--- config.mk ---
export PLATFORM = sky130hd
export DESIGN_NAME = pipe_skid_stage
export DESIGN_NICKNAME = d
export VERILOG_FILES = /design/src/rtl/pipe_pkg.sv /design/src/rtl/pipe_slot.sv /design/src/rtl/pipe_skid_stage.sv
export SDC_FILE = /design/constraint.sdc
export NUM_CORES = 1
export LEC_CHECK = 0
export ABC_CLOCK_PERIOD_IN_PS = 6400
export CAP_MARGIN = 5
export CORE_UTILIZATION = 55
export CTS_BUF_LIST = sky130_fd_sc_hd__clkbuf_16
export DETAILED_ROUTE_END_ITERATION = 6
export GPL_TIMING_DRIVEN = 0
export HOLD_SLACK_MARGIN = 0.15
export PLACE_DENSITY = 0.87
export SYNTH_ARGS = -nofsm -noshare
export SYNTH_HDL_FRONTEND = slang
export SYNTH_HIERARCHICAL = 1
export SYNTH_SLANG_ARGS = --single-unit
--- constraint.sdc ---
create_clock -name clk -period 6.4 [get_ports clk]
set_input_delay 1.28 -clock clk [delete_from_list [all_inputs] [get_ports clk]]
set_output_delay 1.28 -clock clk [all_outputs]
set_load 0.01 [all_outputs]
--- src/rtl/pipe_pkg.sv ---
// Shared definitions for the elastic pipeline stage: state codes and default bundle widths.
package pipe_pkg;

    // Default widths of the data bundle (pc, operands, imm, alu result) and the control bundle.
    localparam int PIPE_DATA_W = 32;
    localparam int PIPE_CTRL_W = 8;

    // Stage occupancy states; the numeric code equals the number of entries held.
    typedef enum logic [1:0] {
        ST_EMPTY = 2'd0,
        ST_ONE   = 2'd1,
        ST_FULL  = 2'd2
    } pipe_state_t;

endpackage

--- src/rtl/pipe_slot.sv ---
// One storage slot of the skid stage: a data bundle plus a control bundle.
// The control bundle can be cleared on its own so a squashed entry can never
// assert a write enable, while the data bundle is simply left in place.
module pipe_slot #(
    parameter int DATA_W = 32,
    parameter int CTRL_W = 8
) (
    input  logic              clk,
    input  logic              rst,
    input  logic              load,
    input  logic              clr_ctrl,
    input  logic [DATA_W-1:0] d_data,
    input  logic [CTRL_W-1:0] d_ctrl,
    output logic [DATA_W-1:0] q_data,
    output logic [CTRL_W-1:0] q_ctrl
);

    logic [DATA_W-1:0] r_data;
    logic [CTRL_W-1:0] r_ctrl;

    // Capture the data bundle on load; it is never cleared except by reset.
    always_ff @(posedge clk or posedge rst) begin
        if (rst) begin
            r_data <= '0;
        end else if (load) begin
            r_data <= d_data;
        end
    end

    // Capture the control bundle on load; a clear takes priority and zeroes it.
    always_ff @(posedge clk or posedge rst) begin
        if (rst) begin
            r_ctrl <= '0;
        end else if (clr_ctrl) begin
            r_ctrl <= '0;
        end else if (load) begin
            r_ctrl <= d_ctrl;
        end
    end

    assign q_data = r_data;
    assign q_ctrl = r_ctrl;

endmodule

--- src/rtl/pipe_skid_stage.sv ---
// Elastic pipeline stage register with valid/ready handshake, a two-entry skid
// buffer so ready can be registered without losing throughput, a synchronous
// flush for branch/jump squash and a saturating count of squashed entries.
module pipe_skid_stage
    import pipe_pkg::*;
#(
    parameter int DATA_W = PIPE_DATA_W,
    parameter int CTRL_W = PIPE_CTRL_W,
    parameter int CNT_W  = 8
) (
    input  logic              clk,
    input  logic              rst,
    input  logic              flush,
    input  logic              in_valid,
    output logic              in_ready,
    input  logic [DATA_W-1:0] in_data,
    input  logic [CTRL_W-1:0] in_ctrl,
    output logic              out_valid,
    input  logic              out_ready,
    output logic [DATA_W-1:0] out_data,
    output logic [CTRL_W-1:0] out_ctrl,
    output logic [1:0]        occupancy,
    output logic [CNT_W-1:0]  drop_count
);

    localparam logic [CNT_W+1:0] CNT_MAX = {2'b00, {CNT_W{1'b1}}};

    pipe_state_t       r_state;
    pipe_state_t       w_next_state;
    logic              r_in_ready;
    logic [CNT_W-1:0]  r_drop_count;

    logic              w_in_fire;
    logic              w_out_fire;
    logic              w_out_valid;
    logic              w_load_main;
    logic              w_load_skid;
    logic              w_main_from_skid;

    logic [DATA_W-1:0] w_main_d_data;
    logic [CTRL_W-1:0] w_main_d_ctrl;
    logic [DATA_W-1:0] w_main_q_data;
    logic [CTRL_W-1:0] w_main_q_ctrl;
    logic [DATA_W-1:0] w_skid_q_data;
    logic [CTRL_W-1:0] w_skid_q_ctrl;

    logic [1:0]        w_drop_add;
    logic [CNT_W+1:0]  w_drop_sum;

    assign w_out_valid = (r_state != ST_EMPTY);
    assign w_in_fire   = in_valid & r_in_ready;
    assign w_out_fire  = w_out_valid & out_ready;

    // Next-state and slot-load decisions; flush empties the stage regardless of handshakes.
    always_comb begin
        w_next_state     = r_state;
        w_load_main      = 1'b0;
        w_load_skid      = 1'b0;
        w_main_from_skid = 1'b0;
        if (flush) begin
            w_next_state = ST_EMPTY;
        end else begin
            case (r_state)
                ST_EMPTY: begin
                    if (w_in_fire) begin
                        w_next_state = ST_ONE;
                        w_load_main  = 1'b1;
                    end
                end
                ST_ONE: begin
                    if (w_in_fire && w_out_fire) begin
                        w_load_main = 1'b1;
                    end else if (w_in_fire) begin
                        w_next_state = ST_FULL;
                        w_load_skid  = 1'b1;
                    end else if (w_out_fire) begin
                        w_next_state = ST_EMPTY;
                    end
                end
                ST_FULL: begin
                    if (w_out_fire) begin
                        w_next_state     = ST_ONE;
                        w_load_main      = 1'b1;
                        w_main_from_skid = 1'b1;
                    end
                end
                default: begin
                    w_next_state = ST_EMPTY;
                end
            endcase
        end
    end

    // State register.
    always_ff @(posedge clk or posedge rst) begin
        if (rst) begin
            r_state <= ST_EMPTY;
        end else begin
            r_state <= w_next_state;
        end
    end

    // Ready is registered from the next state, so the skid slot absorbs the one in-flight entry.
    always_ff @(posedge clk or posedge rst) begin
        if (rst) begin
            r_in_ready <= 1'b1;
        end else begin
            r_in_ready <= (w_next_state != ST_FULL);
        end
    end

    // Entries lost to a flush: everything held except what leaves this cycle, plus any accepted input.
    assign w_drop_add = 2'(r_state) - {1'b0, w_out_fire} + {1'b0, w_in_fire};
    assign w_drop_sum = {2'b00, r_drop_count} + {{CNT_W{1'b0}}, w_drop_add};

    // Saturating drop counter, updated only on flush cycles.
    always_ff @(posedge clk or posedge rst) begin
        if (rst) begin
            r_drop_count <= '0;
        end else if (flush) begin
            r_drop_count <= (w_drop_sum > CNT_MAX) ? {CNT_W{1'b1}} : w_drop_sum[CNT_W-1:0];
        end
    end

    assign w_main_d_data = w_main_from_skid ? w_skid_q_data : in_data;
    assign w_main_d_ctrl = w_main_from_skid ? w_skid_q_ctrl : in_ctrl;

    pipe_slot #(.DATA_W(DATA_W), .CTRL_W(CTRL_W)) u_main_slot (
        .clk      (clk),
        .rst      (rst),
        .load     (w_load_main),
        .clr_ctrl (flush),
        .d_data   (w_main_d_data),
        .d_ctrl   (w_main_d_ctrl),
        .q_data   (w_main_q_data),
        .q_ctrl   (w_main_q_ctrl)
    );

    pipe_slot #(.DATA_W(DATA_W), .CTRL_W(CTRL_W)) u_skid_slot (
        .clk      (clk),
        .rst      (rst),
        .load     (w_load_skid),
        .clr_ctrl (flush),
        .d_data   (in_data),
        .d_ctrl   (in_ctrl),
        .q_data   (w_skid_q_data),
        .q_ctrl   (w_skid_q_ctrl)
    );

    assign in_ready   = r_in_ready;
    assign out_valid  = w_out_valid;
    assign out_data   = w_main_q_data;
    assign out_ctrl   = w_main_q_ctrl & {CTRL_W{w_out_valid}};
    assign occupancy  = 2'(r_state);
    assign drop_count = r_drop_count;

endmodule

==> impl_metrics.ini <==
[grt]
antenna_found_initial = 0
grt_use_total_pct = 24.2
grt_pass1_wl_um = 16000
grt_overflow = 0
grt_max_degree = 35
grt_pass1_vias = 3123

[logic_synthesis]
synth_nets = 365
yosysTopAreaCell = dfrtp_1
synthDistinctLibCells = 34
yosysWarnings = 6
async_flop_share_pct = 100
netlist_area_mm2 = 0.00456
synth_edf_count = 0
synth_top_area_share_pct = 49.4
yosys.cell_count.top_type = dfrtp_1
ys_seq_area_share_pct = 50.0
netlist_top_cells_count = dfrtp_1 (90), mux2_4 (64), mux2_2 (32)
synthCells = 316
synth_top_cells_by_area = dfrtp_1 (49%), mux2_4 (21%), mux2_2 (7.9%)
syn_avg_cell_area_um2 = 14.4
synth.ff_latch_count = 91
ys.flop_type = dfrtp_1

[power]
power_density_mw_per_mm2 = 306
netSwitchingFraction_pct = 26.9
total_power_w = 0.00183
power.clock.fraction_pct = 28.6
switching_power_w = 0.000493
p_leak_nw = 2.61
intPower_w = 0.00134
power.share.sequential_pct = 43.5
peakVddDrop_uv = 174
p_comb_share_pct = 27.9

[setup_path]
critPathMaxFanout = 6
end_kind = flip-flop
slowest_stage = clkdlybuf4s50_1
rr_startpoint = occupancy[0]
crit_type = in -> reg
crit_family = adder cells
endpoint = drop_count[1]
critPathLaunch = out_ready
timing.rr.end = drop_count[1]
arrival_ns = 3.88
crit_top_cell = ha_1
slowest_delay_ns = 0.60
start_kind = input pin
required_ns = 6.65
path_cells = clkdlybuf4s50_1 -> nand2_1 -> xor2_1 -> ha_1 -> ha_1 -> inv_1 -> fa_1 -> or4b_1 -> a31oi_1
reg2reg_setup_slack_ns = 3.19
crit_cells = 9
reg2regPathDepth = 10
path_buf_inv = 2

[floorplanning]
pin_count = 97
coreArea_mm2 = 0.00789
rows = 32
die_area_mm2 = 0.00866
start_util_pct = 57.8
fp.dieH_um = 93.1
fp.dieW_um = 93.1

[cts]
hold_buffers = 0
clk_latency_ns = 0.33
htree_levels = 3
clockBufferDepth = 2
cts_resized = 0
cts-root-buf = clkbuf_16
numCtsBuffers = 9
cts.sinks = 91
cts_setup_buffers = 0
cts_tree = yes
clkTransAtPathRegs_ns = 0.06

[sta]
finalHoldViolations = 0
fmax_mhz = 276
post-route-min-period_ns = 3.63
fin_setup_tns_ns = 0
rsz0062_at_grt = no
setup-violations-final = 0
maxSlewViolCount = 0
timing.slew.headroom_pct = 53.4
fin_crit_sh_pct = 56.7
tightest_slew_ns = 0.697
hold_slack_ns = 0.507
fin_ws_ns = 2.77
skew_ns = 0.00883

[detailed_routing]
wl_per_cell_um = 18.4
antenna_left = 0
drt-initial-drc-count = 104
drc = 0
vias_per_cell = 5.36
first_pass_iters = 4
wl_um = 9790
routed-via-count = 2851

[job]
maxCapViolCount = 0

[final_layout]
antenna_cells = 0
nNetsFinal = 474
final_layout_size_suffix_gt1_share_pct = 32.1
utilization_pct = 75.9
area_delta_synth_final_pct = 31.3

[placed_design]
port_buffers = 96
hpwl_um = 6750
dp_slack_ns = 2.43
gp_congestion = 0.756

[outcome]
status = complete, no violations

[worst_hold_path]
min_from = u_skid_slot/q_data[2]
hp-class = reg -> reg
-- state kept, by name (all words and copies together), names as in the netlist --
name / flops
occupancy: 2
u_skid_slot/q_data: 32
u_main_slot/q_data: 32
u_main_slot/q_ctrl: 8
drop_count: 8
in_ready: 1
u_skid_slot/q_ctrl: 8
-- per-stage QoR --
stage,instance area [µm²],cells
detailed placement,5690,516
floorplan,4560,316
global placement,5650,514
finish,5990,532
global route,5990,532
CTS,5990,532
-- worst reg2reg max path, delay by kind of cell, from the launching register on --
kind | cells | cell delay [ns]
compound gates | 1 | 0.19
xor+xnor | 1 | 0.07
fa+ha+maj | 3 | 0.91
buf+inv | 2 | 0.20
flops | 1 | 0.48
simple gates | 3 | 1.29
-- worst min-delay path by stage --
stage,depth (start not counted),slack (ns),endpoint
2_1_floorplan,1,0.48,u_skid_slot/q_data[10]
3_3_place_gp,1,0.48,u_skid_slot/q_data[11]
5_1_grt,1,0.52,u_skid_slot/q_data[19]
4_1_cts,1,0.51,u_skid_slot/q_data[2]
3_5_place_dp,1,0.49,u_skid_slot/q_data[27]
6_report,1,0.51,u_skid_slot/q_data[2]
-- power groups by stage --
stage               logic, W  registers, W  clock network (W)
floorplan           0.000266      0.000814                  0
global placement    0.000493      0.000793                  0
detailed placement  0.000509      0.000805                  0
CTS                 0.000517      0.000797           0.000533
global route        0.000550      0.000813           0.000561
finish              0.000513      0.000798           0.000524
-- cell usage in the layout (no fill, tap or decap), types with 5 or more instances in the layout --
master / count
clkdlybuf4s50_1: 96
inv_1: 5
mux2_2: 32
clkbuf_16: 9
buf_6: 14
nor2_1: 23
mux2i_1: 17
mux2_4: 64
mux2_1: 12
dfrtp_1: 90
nand2_1: 9
nor2b_1: 10
-- layout make-up --
type	count	area, µm²
sequential	91	2280
multi-input combinational	201	2080
fill	513	1900
timing repair buffer	98	1000
clock buffer	9	225
buffer	17	170
tap	102	128
clock inverter	7	75.1
inverter	7	26.3
-- layer usage --
layer,track usage (%),up-vias,share of wire (%)
met5,0,-,0
met2,41.2,73,51
met1,31.5,1451,44
li1,-,1315,-
met4,8.08,0,1.3
met3,4.15,12,3.9
-- kinds of logic (layout without fill, tap and decap cells) --
kind of cell / after synthesis / count (layout) / synth area share, %
compound gates: 10 / 10 / 1.29
buf+inv: 24 / 138 / 4.31
mux: 125 / 125 / 35.7
simple gates: 58 / 58 / 6.72
fa+ha+maj: 4 / 4 / 1.26
flops: 91 / 91 / 50.0
xor+xnor: 4 / 4 / 0.769
Power figures use the tool's default switching activity.
